$ cat src/rtl/led_pkg.sv
// Shared types and defaults for the LED strobe stretcher.
package led_pkg;

   typedef enum logic [1:0] {
      IDLE = 2'd0,
      HOLD = 2'd1,
      FADE = 2'd2
   } led_state_t;

   localparam int LED_HOLD_CYCLES_DEF = 8;
   localparam int LED_PWM_BITS_DEF    = 4;

endpackage

$ cat src/rtl/led_stretch_ch.sv
// One LED channel: stretches a strobe into a full-brightness hold, then an
// optional PWM fade-out (built only when LED_STRETCHER_FADE_EN is defined).
module led_stretch_ch
   import led_pkg::*;
#(
   parameter int HOLD_CYCLES = LED_HOLD_CYCLES_DEF,
   parameter int PWM_BITS    = LED_PWM_BITS_DEF
) (
   input  logic clk,
   input  logic rstbtn,
   input  logic enable,
   input  logic strobe,
   output logic led_out,
   output logic busy
);

   localparam int HW = $clog2(HOLD_CYCLES + 1);
   localparam logic [HW-1:0] HOLD_LOAD = HW'(HOLD_CYCLES - 1);
   localparam logic [HW-1:0] HOLD_ONE  = HW'(1);

   if (HOLD_CYCLES < 1 || PWM_BITS < 1) begin : g_bad_cfg
      $error("led_stretch_ch: HOLD_CYCLES and PWM_BITS must both be >= 1");
   end

   led_state_t    state;
   logic [HW-1:0] hold_cnt;

`ifdef LED_STRETCHER_FADE_EN
   localparam logic [PWM_BITS-1:0] PWM_MAX = '1;
   localparam logic [PWM_BITS-1:0] PWM_ONE = PWM_BITS'(1);

   logic [PWM_BITS-1:0] level;
   logic [PWM_BITS-1:0] pwm_cnt;
`endif

   // Disable beats strobe, strobe beats any normal transition out of a state.
   always_ff @(posedge clk or posedge rstbtn) begin
      if (rstbtn) begin
         state    <= IDLE;
         hold_cnt <= '0;
`ifdef LED_STRETCHER_FADE_EN
         level    <= '0;
         pwm_cnt  <= '0;
`endif
      end else if (!enable) begin
         state <= IDLE;
      end else if (strobe) begin
         state    <= HOLD;
         hold_cnt <= HOLD_LOAD;
      end else begin
         case (state)
            HOLD: begin
               if (hold_cnt == '0) begin
`ifdef LED_STRETCHER_FADE_EN
                  state   <= FADE;
                  level   <= PWM_MAX;
                  pwm_cnt <= '0;
`else
                  state   <= IDLE;
`endif
               end else begin
                  hold_cnt <= hold_cnt - HOLD_ONE;
               end
            end
`ifdef LED_STRETCHER_FADE_EN
            FADE: begin
               pwm_cnt <= pwm_cnt + PWM_ONE;
               // Each full PWM period dims by one step; level 1 is the last.
               if (pwm_cnt == PWM_MAX) begin
                  if (level == PWM_ONE) state <= IDLE;
                  else                  level <= level - PWM_ONE;
               end
            end
`endif
            default: ;
         endcase
      end
   end

   always_comb begin
      led_out = 1'b0;
      case (state)
         HOLD:    led_out = 1'b1;
`ifdef LED_STRETCHER_FADE_EN
         FADE:    led_out = (pwm_cnt < level);
`endif
         default: led_out = 1'b0;
      endcase
   end

   assign busy = (state != IDLE);

endmodule

$ cat src/rtl/led_stretcher.sv
// Stretches blinker strobes into visible LED pulses, one channel per LED.
// Optional fade-out after the hold: define LED_STRETCHER_FADE_EN.
module led_stretcher
   import led_pkg::*;
#(
   parameter int NUM_CH      = 3,
   parameter int HOLD_CYCLES = LED_HOLD_CYCLES_DEF,
   parameter int PWM_BITS    = LED_PWM_BITS_DEF
) (
   input  logic              clk,
   input  logic              rstbtn,
   input  logic              enable,
   input  logic [NUM_CH-1:0] strobe,
   output logic [NUM_CH-1:0] led_out,
   output logic [NUM_CH-1:0] busy
);

   for (genvar g = 0; g < NUM_CH; g++) begin : g_ch
      led_stretch_ch #(
         .HOLD_CYCLES (HOLD_CYCLES),
         .PWM_BITS    (PWM_BITS)
      ) u_ch (
         .clk     (clk),
         .rstbtn  (rstbtn),
         .enable  (enable),
         .strobe  (strobe[g]),
         .led_out (led_out[g]),
         .busy    (busy[g])
      );
   end

endmodule
$ cat config.mk
export PLATFORM = sky130hd
export DESIGN_NAME = led_stretcher
export DESIGN_NICKNAME = d
export VERILOG_FILES = /design/src/rtl/led_pkg.sv /design/src/rtl/led_stretch_ch.sv /design/src/rtl/led_stretcher.sv
export SDC_FILE = /design/constraint.sdc
export NUM_CORES = 1
export LEC_CHECK = 0
export BUFFER_PORTS_ARGS = -buffer_cell sky130_fd_sc_hd__buf_4
export CAP_MARGIN = 25
export CORE_UTILIZATION = 58
export DETAILED_ROUTE_END_ITERATION = 7
export GPL_TIMING_DRIVEN = 1
export HOLD_SLACK_MARGIN = 0.03
export PLACE_DENSITY = 0.8
export RECOVER_POWER = 100
export SLEW_MARGIN = 20
export SYNTH_ARGS = -nofsm -noshare
export SYNTH_HDL_FRONTEND = slang
export SYNTH_HIERARCHICAL = 1
export SYNTH_SLANG_ARGS = --single-unit
$ cat constraint.sdc
create_clock -name clk -period 2.59 [get_ports clk]
set_clock_uncertainty 0.2 [all_clocks]
set_input_delay 0.518 -clock clk [delete_from_list [all_inputs] [get_ports clk]]
set_output_delay 0.518 -clock clk [all_outputs]
set_load 0.005 [all_outputs]
==> results.sh <==
export IMPL_run_status="completed"
export IMPL_vdd_drop_max_mv=0.4424
export IMPL_period_needed_ns=1.699
export IMPL_clockRootBuffer="clkbuf_4"
export IMPL_yosysUniqueCellTypes=16
export IMPL_drt_pre_antenna_iters=4
export IMPL_synth_edf_count=0
export IMPL_dieArea_mm2=0.001654
export IMPL_synth_top_cells_by_count="15 x dfrtp_1, 12 x inv_1, 9 x nand2_1"
export IMPL_crit_buf_inv=1
export IMPL_finalMaxSlewViolations=0
export IMPL_reg2reg_depth=5
export IMPL_hold_violations=0
export IMPL_synth_seq_cells=15
export IMPL_fillers=116
export IMPL_cts_made_buffers=3
export IMPL_post_cts_resized=0
export IMPL_worst_path_largest_cell_delay_ns=0.41
export IMPL_avgSynthCellArea_um2=9.966
export IMPL_initial_core_util_pct=64.23
export IMPL_grt_overflow=0
export IMPL_vias=655
export IMPL_multi_input_area_um2=405.4
export IMPL_grt_pass1_vias=524
export IMPL_syn_nets=96
export IMPL_postRouteAntennaNets=0
export IMPL_instances_no_fill=115
export IMPL_place_inst=110
export IMPL_start_kind="flip-flop"
export IMPL_synth_ff_type="dfrtp_1"
export IMPL_cp_data_arrival_time_ns=1.65
export IMPL_cts_setup_buffers=0
export IMPL_dp_hpwl_um=1105
export IMPL_power_leakage_nw=0.4319
export IMPL_cp_top_family="simple AND/OR/NAND/NOR gates"
export IMPL_grt_max_degree=19
export IMPL_gp_congestion=0.6887
export IMPL_io_pins=12
export IMPL_layout_nets=110
export IMPL_rsz0062_at_grt="false"
export IMPL_slew_headroom_pct=70.16
export IMPL_diodes=0
export IMPL_synth_top_cell_area_share_pct=43.29
export IMPL_yosys_warnings=6
export IMPL_viasPerCell=5.696
export IMPL_whs_ns=0.2555
export IMPL_path_cells="inv_1 -> ha_1 -> nor4b_1 -> nor2_1 -> a2bb2oi_1"
export IMPL_htreeDepth=1
export IMPL_core_area_mm2=0.001350
export IMPL_max_freq_mhz=588.7
export IMPL_yosysMostFrequentCell="dfrtp_1"
export IMPL_cpMaxStageDelayCell="dfrtp_1"
export IMPL_cts_sinks=15
export IMPL_syn2layout_area_growth_pct=10.25
export IMPL_cts_tree="yes"
export IMPL_grt_pass1_wl_um=2111
export IMPL_whs_path_depth=2
export IMPL_crit_cells=5
export IMPL_clk_pin_slew_worst_paths_ns=0.08
export IMPL_async_reset_ff_share_pct=100.0
export IMPL_cp_required_ns=2.54
export IMPL_wl_per_cell_um=11.85
export IMPL_yosys_top_cells_area="dfrtp_1 43%, nor4b_2 10%, inv_1 5.2%, nor3b_1 5.2%, ha_1 4.3%"
export IMPL_area_sequential_um2=375.4
export IMPL_syn_inst=87
export IMPL_postLayoutCoreUtil_pct=70.81
export IMPL_wl_um=1363
export IMPL_setup_viol=0
export IMPL_yosys_area_top_type="dfrtp_1"
export IMPL_drc=0
export IMPL_worstMarginPinSlew_ns=0.4414
export IMPL_grt_antenna_before_repair=0
export IMPL_drtIter0Drc=4
export IMPL_clk_latency_ns=0.26
export IMPL_hold_path_class="primary input to flip-flop"
export IMPL_critPathKind="flip-flop to flip-flop"
export IMPL_p_per_area_mw_per_mm2=608.9
export IMPL_drive_gt1_share_pct=18.00
export IMPL_die_w_um=40.67
export IMPL_fin_setup_tns_ns=0
export IMPL_postCtsHoldBufs=1
export IMPL_critPathCaptureType="flip-flop"
export IMPL_grt_total_usage_pct=19.84
export IMPL_syn_area_um2=867.1
export IMPL_io_buffers=11
export IMPL_clockBufferDepth=2
export IMPL_crit_fanout=5
export IMPL_num_rows=13
export IMPL_yosysSeqAreaShare_pct=43.29
export IMPL_power_mw=0.5820
export IMPL_maxCapViolations=0
export IMPL_finalCritPeriodShare_pct=65.59
export IMPL_die_y_um=40.67
==> layer usage <==
layer / share of wire [%] / global-route usage [%]
met2: 46 / 34.13
met4: 0.88 / 10.00
met3: 3.1 / 3.261
met1: 50 / 23.83
met5: 0 / 0
==> area by class of cell <==
| class | instances | area share (%) |
|---|---|---|
| repair buffers | 12 | 8.901 |
| multi-input cells | 57 | 42.41 |
| flip-flops and latches | 15 | 39.27 |
| inverters | 12 | 4.712 |
| clock buffers | 4 | 2.749 |
| well taps | 15 | 1.963 |
==> power by group <==
part / total, mW / switching (mW) / internal [mW] / leakage [nW]
combinational: 0.133 / 0.0660 / 0.0674 / 0.252
clock: 0.120 / 0.0607 / 0.0595 / 0.0150
sequential: 0.328 / 0.0499 / 0.279 / 0.165
total: 0.582 / 0.177 / 0.406 / 0.432
==> registers in the layout, indices dropped and copies added (netlist names) <==
| signal | cells |
|---|---|
| g_ch.u_ch/state | 3 |
| g_ch.u_ch/hold_cnt | 12 |
==> worst paths after layout <==
| path | start | to | slack, ns |
|---|---|---|---|
| max | g_ch[1].u_ch/hold_cnt[0] | g_ch[1].u_ch/hold_cnt[1] | 0.89 |
| max in group asynchronous | rstbtn | g_ch[1].u_ch/state[0] | 1.52 |
| min | strobe[1] | g_ch[1].u_ch/hold_cnt[3] | 0.26 |
| max reg2reg | g_ch[1].u_ch/hold_cnt[0] | g_ch[1].u_ch/hold_cnt[1] | 0.89 |
| min reg2reg | g_ch[2].u_ch/hold_cnt[2] | g_ch[2].u_ch/hold_cnt[2] | 0.38 |
| min in group asynchronous | rstbtn | g_ch[0].u_ch/hold_cnt[2] | 0.49 |
==> cells in the final DEF (no fill, tap or decap), drive strengths merged, types with 4 or more instances in the layout <==
cell type,instances
dfrtp,15
inv,12
clkbuf,11
nand2,9
o21ai,6
nor3b,6
nor3,6
nor4b,6
buf,4
==> kinds of logic (layout without fill, tap and decap cells) <==
group	after synthesis	count (layout)	synth area share, %
mux	3	3	3.463
fa+ha+maj	3	3	4.329
flops	15	15	43.29
compound gates	15	15	11.26
buf+inv	15	28	7.792
simple gates	36	36	29.87
==> stage by stage <==
step	area (µm²)	setup slack [ns]
CTS	982.2	0.9763
global placement	945.9	1.064
finish	955.9	0.8912
global route	955.9	0.7811
detailed placement	945.9	1.020
floorplan	867.1	1.190
==> worst reg2reg max path, stage by stage (launching register included) <==
cell	delay, ns
dfrtp_1	0.41
inv_1	0.08
ha_1	0.22
nor4b_1	0.41
nor2_1	0.12
a2bb2oi_1	0.14
(Power assumes the default switching activity.)
